<file path="src/rtl/fetch_pkg.sv">
// Shared definitions for the instruction fetch unit: FSM encoding and the
// default reset fetch address.
package fetch_pkg;
  typedef enum logic [1:0] {
    ST_IDLE  = 2'd0,
    ST_RUN   = 2'd1,
    ST_FLUSH = 2'd2
  } fetch_state_e;

  localparam logic [7:0] FETCH_RESET_PC = 8'h00;
endpackage

</file>
<file path="src/rtl/fetch_fifo2.sv">
// Two-entry instruction buffer. The head entry is read straight from storage,
// so the outputs stay stable while nothing is popped.
module fetch_fifo2 #(
  parameter int W = 40
) (
  input  logic         clock,
  input  logic         reset,
  input  logic         push_i,
  input  logic         pop_i,
  input  logic         flush_i,
  input  logic [W-1:0] din_i,
  output logic [W-1:0] dout_o,
  output logic [1:0]   count_o
);
  logic [W-1:0] mem_q [2];
  logic         wr_ptr_q, rd_ptr_q;
  logic [1:0]   count_q;

  always_ff @(posedge clock or posedge reset) begin
    if (reset) begin
      mem_q[0] <= '0;
      mem_q[1] <= '0;
      wr_ptr_q <= 1'b0;
      rd_ptr_q <= 1'b0;
      count_q  <= 2'd0;
    end else if (flush_i) begin
      wr_ptr_q <= 1'b0;
      rd_ptr_q <= 1'b0;
      count_q  <= 2'd0;
    end else begin
      if (push_i) begin
        mem_q[wr_ptr_q] <= din_i;
        wr_ptr_q        <= ~wr_ptr_q;
      end
      if (pop_i) rd_ptr_q <= ~rd_ptr_q;
      count_q <= count_q + {1'b0, push_i} - {1'b0, pop_i};
    end
  end

  assign dout_o  = mem_q[rd_ptr_q];
  assign count_o = count_q;
endmodule

</file>
<file path="src/rtl/instruction_fetch_unit.sv">
// Sequential instruction fetch from a synchronous memory into a 2-entry
// buffer, with redirect (branch) handling through a one-cycle FLUSH state.
module instruction_fetch_unit
  import fetch_pkg::*;
#(
  parameter int                ADDR_W   = 8,
  parameter int                DATA_W   = 32,
  parameter logic [ADDR_W-1:0] RESET_PC = ADDR_W'(FETCH_RESET_PC)
) (
  input  logic              clock,
  input  logic              reset,
  output logic [ADDR_W-1:0] imem_address,
  input  logic [DATA_W-1:0] imem_q,
  input  logic              redirect,
  input  logic [ADDR_W-1:0] redirect_target,
  output logic [DATA_W-1:0] instr,
  output logic [ADDR_W-1:0] instr_pc,
  output logic              instr_valid,
  input  logic              instr_ready,
  output logic [15:0]       fetch_count
);
  fetch_state_e      state_q;
  logic [ADDR_W-1:0] fetch_pc_q, fetch_pc_d;
  logic [ADDR_W-1:0] pend_pc_q, pend_pc_d;
  logic              inflight_q, inflight_d;
  logic [15:0]       fetch_count_q, fetch_count_d;

  logic [1:0]               fifo_count;
  logic [ADDR_W+DATA_W-1:0] fifo_head;
  logic                     xfer, redir_act, issue, push;
  logic [2:0]               occ;

  assign xfer      = instr_valid & instr_ready;
  assign redir_act = redirect & (state_q != ST_IDLE);
  // Occupancy after this cycle's transfer; never underflows since xfer needs count>0.
  assign occ       = {1'b0, fifo_count} + {2'b00, inflight_q} - {2'b00, xfer};
  assign issue     = (state_q == ST_RUN || state_q == ST_FLUSH) && !redirect && (occ < 3'd2);
  assign push      = (state_q == ST_RUN) && inflight_q && !redirect;

  always_comb begin
    fetch_pc_d    = fetch_pc_q;
    pend_pc_d     = pend_pc_q;
    inflight_d    = inflight_q;
    fetch_count_d = fetch_count_q + {15'd0, xfer};
    if (redir_act) begin
      fetch_pc_d = redirect_target;
      inflight_d = 1'b0;
    end else if (issue) begin
      fetch_pc_d = fetch_pc_q + ADDR_W'(1);
      pend_pc_d  = fetch_pc_q;
      inflight_d = 1'b1;
    end else if (push) begin
      inflight_d = 1'b0;
    end
  end

  always_ff @(posedge clock or posedge reset) begin
    if (reset) begin
      state_q <= ST_IDLE;
    end else begin
      case (state_q)
        ST_IDLE:  state_q <= ST_RUN;
        ST_RUN:   if (redirect) state_q <= ST_FLUSH;
        ST_FLUSH: state_q <= redirect ? ST_FLUSH : ST_RUN;
        default:  state_q <= ST_IDLE;
      endcase
    end
  end

  always_ff @(posedge clock or posedge reset) begin
    if (reset) begin
      fetch_pc_q    <= RESET_PC;
      pend_pc_q     <= '0;
      inflight_q    <= 1'b0;
      fetch_count_q <= 16'd0;
    end else begin
      fetch_pc_q    <= fetch_pc_d;
      pend_pc_q     <= pend_pc_d;
      inflight_q    <= inflight_d;
      fetch_count_q <= fetch_count_d;
    end
  end

  fetch_fifo2 #(.W(ADDR_W + DATA_W)) u_fifo (
    .clock   (clock),
    .reset   (reset),
    .push_i  (push),
    .pop_i   (xfer),
    .flush_i (redir_act),
    .din_i   ({pend_pc_q, imem_q}),
    .dout_o  (fifo_head),
    .count_o (fifo_count)
  );

  assign imem_address = fetch_pc_q;
  assign instr        = fifo_head[DATA_W-1:0];
  assign instr_pc     = fifo_head[ADDR_W+DATA_W-1:DATA_W];
  assign instr_valid  = (fifo_count != 2'd0);
  assign fetch_count  = fetch_count_q;
endmodule
</file>
<file path="config.mk">
export PLATFORM = sky130hd
export DESIGN_NAME = instruction_fetch_unit
export DESIGN_NICKNAME = d
export VERILOG_FILES = /design/src/rtl/fetch_pkg.sv /design/src/rtl/fetch_fifo2.sv /design/src/rtl/instruction_fetch_unit.sv
export SDC_FILE = /design/constraint.sdc
export NUM_CORES = 1
export LEC_CHECK = 0
export CAP_MARGIN = 0
export CORE_MARGIN = 2
export CORE_UTILIZATION = 40
export CTS_BUF_LIST = sky130_fd_sc_hd__clkbuf_16
export DETAILED_ROUTE_END_ITERATION = 16
export PLACE_DENSITY = 0.67
export SETUP_SLACK_MARGIN = 0.4
export SLEW_MARGIN = 20
export SYNTH_ARGS = -nofsm -noshare
export SYNTH_HDL_FRONTEND = slang
export SYNTH_SLANG_ARGS = --single-unit
</file>
<file path="constraint.sdc">
create_clock -name clock -period 4.02 [get_ports clock]
set_input_delay 0.804 -clock clock [delete_from_list [all_inputs] [get_ports clock]]
set_output_delay 0.804 -clock clock [all_outputs]
set_load 0.01 [all_outputs]
</file>
# == Word level (Yosys, flattened, before mapping) ==
# Cells that the tools add are included.
# totals
reg_bits,119
inputBits,44
out_inout_bits,65
word_cells,65
# classes
addsub,6
magnitude_cmp,4
eq_ne,3
n_mux,19
n_bitwise,7
reduce_logical,16
# ops
cell,count
2-to-1 mux 40 bit,4
bitwise mux 80 bit,1
demux 40 bit (select 1 bit),1
adder 16 x 1 -> 16 bit,1
2-to-1 mux 8 bit,2
nonzero test 2 bit,5
adder 8 x 1 -> 8 bit (second input constant),1
2-to-1 mux 1 bit,7
2-to-1 mux 2 bit,3
one-hot mux 2 bit (3 select lines),1
logical AND 1 bit,5
greater-or-equal comparator 2 bit (second input constant),2
inverter 1 -> 2 bit,2
AND reduction 2 bit,2
adder 2 x 1 -> 3 bit,1
< comparator 3 x 2 -> 1 bit (second input constant),1
inverter 1 bit,3
nonzero test 3 bit,1
subtractor 3 x 1 -> 3 bit,1
adder 2 x 1 -> 2 bit,1
AND 1 bit,2
equality test 2 x 1 -> 1 bit (second input constant),1
equality test 2 bit (second input constant),1
zero test 2 bit,1
other kinds (5),5

# == Longest topological paths before layout ==
# depth
depth_word,7
depth_mapped,11

# == Modules after synthesis ==
# Synthesis repeated with hierarchy kept, for this count alone.
# unflattened
hier_cells,397
area_unflattened_um2,5375.2
# modules_own_cells
mod,n_inst,cells_per_inst,area_each_um2,seq_area_each_um2
fetch_fifo2,1,231,3684.8,2102.0
instruction_fetch_unit,1,166,1690.4,875.8

# == Worst setup path after synthesis ==
# No wires, ideal clock.
# synth_timing
path_type,input -> register
from,input instr_ready
to,register pend_pc_q[0]
setup_ns,0.125
t_arrival_ns,2.696
required_time_ns,3.895
path_slack_ns,1.200
stages,9
path_cell_list,and2_1 ha_1 inv_1 nand2_1 fa_1 xor2_1 nor2_2 buf_6 mux2_2
# synth_via
elab_chain_cells,5
# synth_lines
element,line,text
from (decl),instruction_fetch_unit.sv:19,"input logic instr_ready,"
AND 1 bit,instruction_fetch_unit.sv:33,assign xfer = instr_valid & instr_ready;
subtractor 3 x 1 -> 3 bit,instruction_fetch_unit.sv:36,"assign occ = {1'b0, fifo_count} + {2'b00, inflight_q} - {2'b00, xfer};"
< comparator 3 x 2 -> 1 bit,instruction_fetch_unit.sv:37,assign issue = (state_q == ST_RUN || state_q == ST_FLUSH) && !redirect && (occ < 3'd2);
logical AND 1 bit,instruction_fetch_unit.sv:37,
AND reduction 2 bit (no source line),-,
to (signal assigned),instruction_fetch_unit.sv:78,pend_pc_q <= pend_pc_d;
to (decl),instruction_fetch_unit.sv:24,"logic [ADDR_W-1:0] pend_pc_q, pend_pc_d;"
# Every way passes these cells.
# A chain may end at the register's enable or synchronous reset.

# == Worst setup path after layout ==
# layout_timing
from,register u_fifo.rd_ptr_q
to,output instr[27]
# layout_via
elab_chain_cells,4
# layout_lines
element,line,text
from (decl),fetch_fifo2.sv:16,"logic wr_ptr_q, rd_ptr_q;"
from (signal assigned),fetch_fifo2.sv:35,if (pop_i) rd_ptr_q <= ~rd_ptr_q;
inverter 1 -> 2 bit (not written as such),fetch_fifo2.sv:40,assign dout_o = mem_q[rd_ptr_q];
2-to-1 mux 40 bit (not written as such) (3 in series),fetch_fifo2.sv:40,
to (decl),instruction_fetch_unit.sv:16,"output logic [DATA_W-1:0] instr,"
# Every way passes these cells. The select of a mux whose other input is x is not followed.

==> reports/qor.csv <==
metric;value;unit
logic gate share of total power;0.394;
CP max stage delay;0.65;ns
leading post-synthesis cells by cell area;dfrtp_1, mux2_2, mux2_4;
total track usage;0.167;
Seq pwr share;0.373;
final WL;11500;um
Crit Reg-Reg Endpoint;imem_address[5];
Final Cycle Share;0.771;
layout cells sized above 1;0.324;
crit path DAT;2.30;ns
Multi-input gate area;2370;um2
post-CTS sizing;0;
WHS Endpoint;fetch_count[15];
Hold Crit Class;reg -> reg;
peak supply drop;301;uV
Post-CTS Setup Bufs;0;
setup_tns;0;ns
die height;121;um
CP Max Fanout;15;
P per Cell Area;725;nW/um2
endpoints failing hold;0;
max_cap viols;0;
CP Cell Sequence;buf_4, mux2_2, clkdlybuf4s50_1;
Worst path slowest cell;dfrtp_2;
global-route wire length before repair;18800;um
critical path's top delay family;buffers and inverters;
clk slew on worst S/H paths;0.05;ns
hold_ws;0.484;ns
Buf+Inv Stages, Crit Path;2;
Die X;121;um
final net count;556;
post-route ant nets;0;
Cells on Worst Hold Path;1;
Clock Tree Buf Depth;2;
Net Sw Frac;0.298;
CTS Sinks;119;
warning count from the yosys run;0;
sequential area share after synthesis;0.541;
FF-to-FF path depth;11;
FF/Latch Area;2980;um2
Synth Instances;381;
number of top-level pins;109;
vias in the first global route;3675;
Num CTS Buffers;17;
switching pwr;1570;uW
fin area;7270;um2
largest net degree at the start of global routing;67;
Die ar.;14700;um2
CORE AREA;13300;um2
hpwl dp;7640;um
Final min period;3.10;ns
final slew viol count;0;
Synth cell types;38;
Int Pwr;3700;uW
Synth top area share;0.541;
Design Power;5270;uW
Remaining Overflow, GRT;0;
FF+latch count, synth;119;
CP Launch Type;flop;
Critical Path Start;u_fifo.rd_ptr_q;
CP required;3.22;ns
CP Class;reg -> out;
DR DRC count;0;
DRT Pass-1 Iters;4;
cell taking the most area after synthesis;dfrtp_1;
Worst Skew;0.00648;ns
net count after synthesis;436;
Post-DP Area;6790;um2
via count;3413;
commonest non-fill, non-tap cell in the layout;dfrtp_1;
Setup-failing EPs final;0;
clk_lat worst skew;0.40;ns
gp weighted congestion;0.782;
initial antenna violation count;0;
CTS H-tree depth;4;
IO Port Bufs;108;
most frequent cells in the layout;dfrtp_1, clkdlybuf4s50_1, mux2_2;
clock share of power;0.232;
P_leak;0.00333;uW
unrepaired setup endpoints after global routing;false;
n_diodes;0;
worst-margin pin slew;0.475;ns
row cnt;42;
startpoint of the worst hold path;fetch_count[15];
Starting Density;0.412;
highest clock rate;323;MHz
Mapped Area;5500;um2
setup slack, reg-to-reg;0.97;ns
Slew HR;0.683;
worst reg2reg startpoint;u_fifo.count_o[1];
clock root buffer;clkbuf_16;
Worst setup EP type;primary output;
CTS tree;done;
wire per inst;16.7;um
synthesized area per cell;14.4;um2
# hold bufs at CTS;0;
Via density;4.96;
P&R area growth vs syn;32.1;%
initial DRC count;117;
fillcell total;1131;
status;complete, no violations;
-- state kept, by name, summed over array words and instances, names as in the netlist --
signal,count
fetch_count,16
imem_address,8
inflight_q,1
pend_pc_q,8
state_q,2
u_fifo.count_o,2
u_fifo.mem_q,80
u_fifo.rd_ptr_q,1
u_fifo.wr_ptr_q,1
-- worst register-to-register path: cells and delay by family (launching register included) --
| family | cells | cell delay [ns] |
|---|---|---|
| simple gates | 5 | 1.00 |
| fa+ha+maj | 2 | 0.79 |
| flops | 1 | 0.45 |
| mux | 1 | 0.33 |
| buf+inv | 2 | 0.29 |
| compound gates | 1 | 0.13 |
-- Yosys cell counts --
library cell and number:
a32oi_1 1, mux2i_1 1, xor2_1 8, a311oi_1 1, or2_2 1, o221ai_1 1, and2b_4 1, and4b_1 1
xnor2_1 16, mux2_4 40, nand2b_1 1, nor2_2 1, nand3_1 11, nor3b_1 1, clkbuf_1 3, inv_1 8
buf_6 6, a221o_1 1, buf_4 4, nor4_1 1, mux2_2 89, nand4_1 5, and2_1 2, a22oi_1 1
o21ai_0 7, inv_2 1, nor2_1 10, dfrtp_1 119, and3_1 5, a211oi_1 1, nand2_1 12, a31o_2 1
ha_1 10, nand3b_1 2, nor3_1 3, buf_2 3, or3_1 1, fa_1 1
-- routing by layer --
layer,up-vias,routed length (um),global-route usage
li1,1582,-,-
met1,1729,5120,0.212
met2,85,5590,0.268
met3,17,584,0.0498
met4,0,179,0.0654
met5,-,0,0
-- power groups by stage --
| stage | logic (uW) | registers (uW) | clock network, uW |
|---|---|---|---|
| 4_1_cts | 2100 | 1970 | 1260 |
| 5_1_grt | 2240 | 2030 | 1310 |
| 3_3_place_gp | 2050 | 1960 | 0 |
| 3_5_place_dp | 2080 | 1980 | 0 |
| 6_report | 2080 | 1970 | 1230 |
| 2_1_floorplan | 1270 | 1880 | 0 |
-- worst max-delay path by stage --
stage                     depth (start not counted)              end
after floorplan                                   9     pend_pc_q[0]
after global placement                           11  imem_address[5]
after detailed placement                         11  imem_address[5]
after CTS                                         3        instr[27]
after global routing                             11  imem_address[5]
final                                             3        instr[27]
-- layout make-up --
class / instances / area share
flip-flops and latches: 119 / 0.410
well taps: 176 / 0.0303
clock inverters: 13 / 0.00723
repair buffers: 117 / 0.163
clock buffers: 17 / 0.0585
inverters: 9 / 0.00516
multi-input cells: 237 / 0.326
-- logic make-up after synthesis --
logic type                 synth area share
muxes                                 0.293
DFF                                   0.541
and+or+nand+nor                      0.0548
buffers and inverters                0.0287
xor gates and xnor gates             0.0382
AOI/OAI and AO/OA                    0.0173
adders and majority gates            0.0264
-- per-stage QoR --
stage               utilization  std cells  setup WS, ns
floorplan                     -        381          1.20
global placement          0.509        658         0.588
detailed placement        0.509        658         0.542
CTS                       0.545        688         0.874
global route              0.545        688         0.796
finish                    0.545        688         0.919
Note: power is estimated with default switching activity, not from simulation.
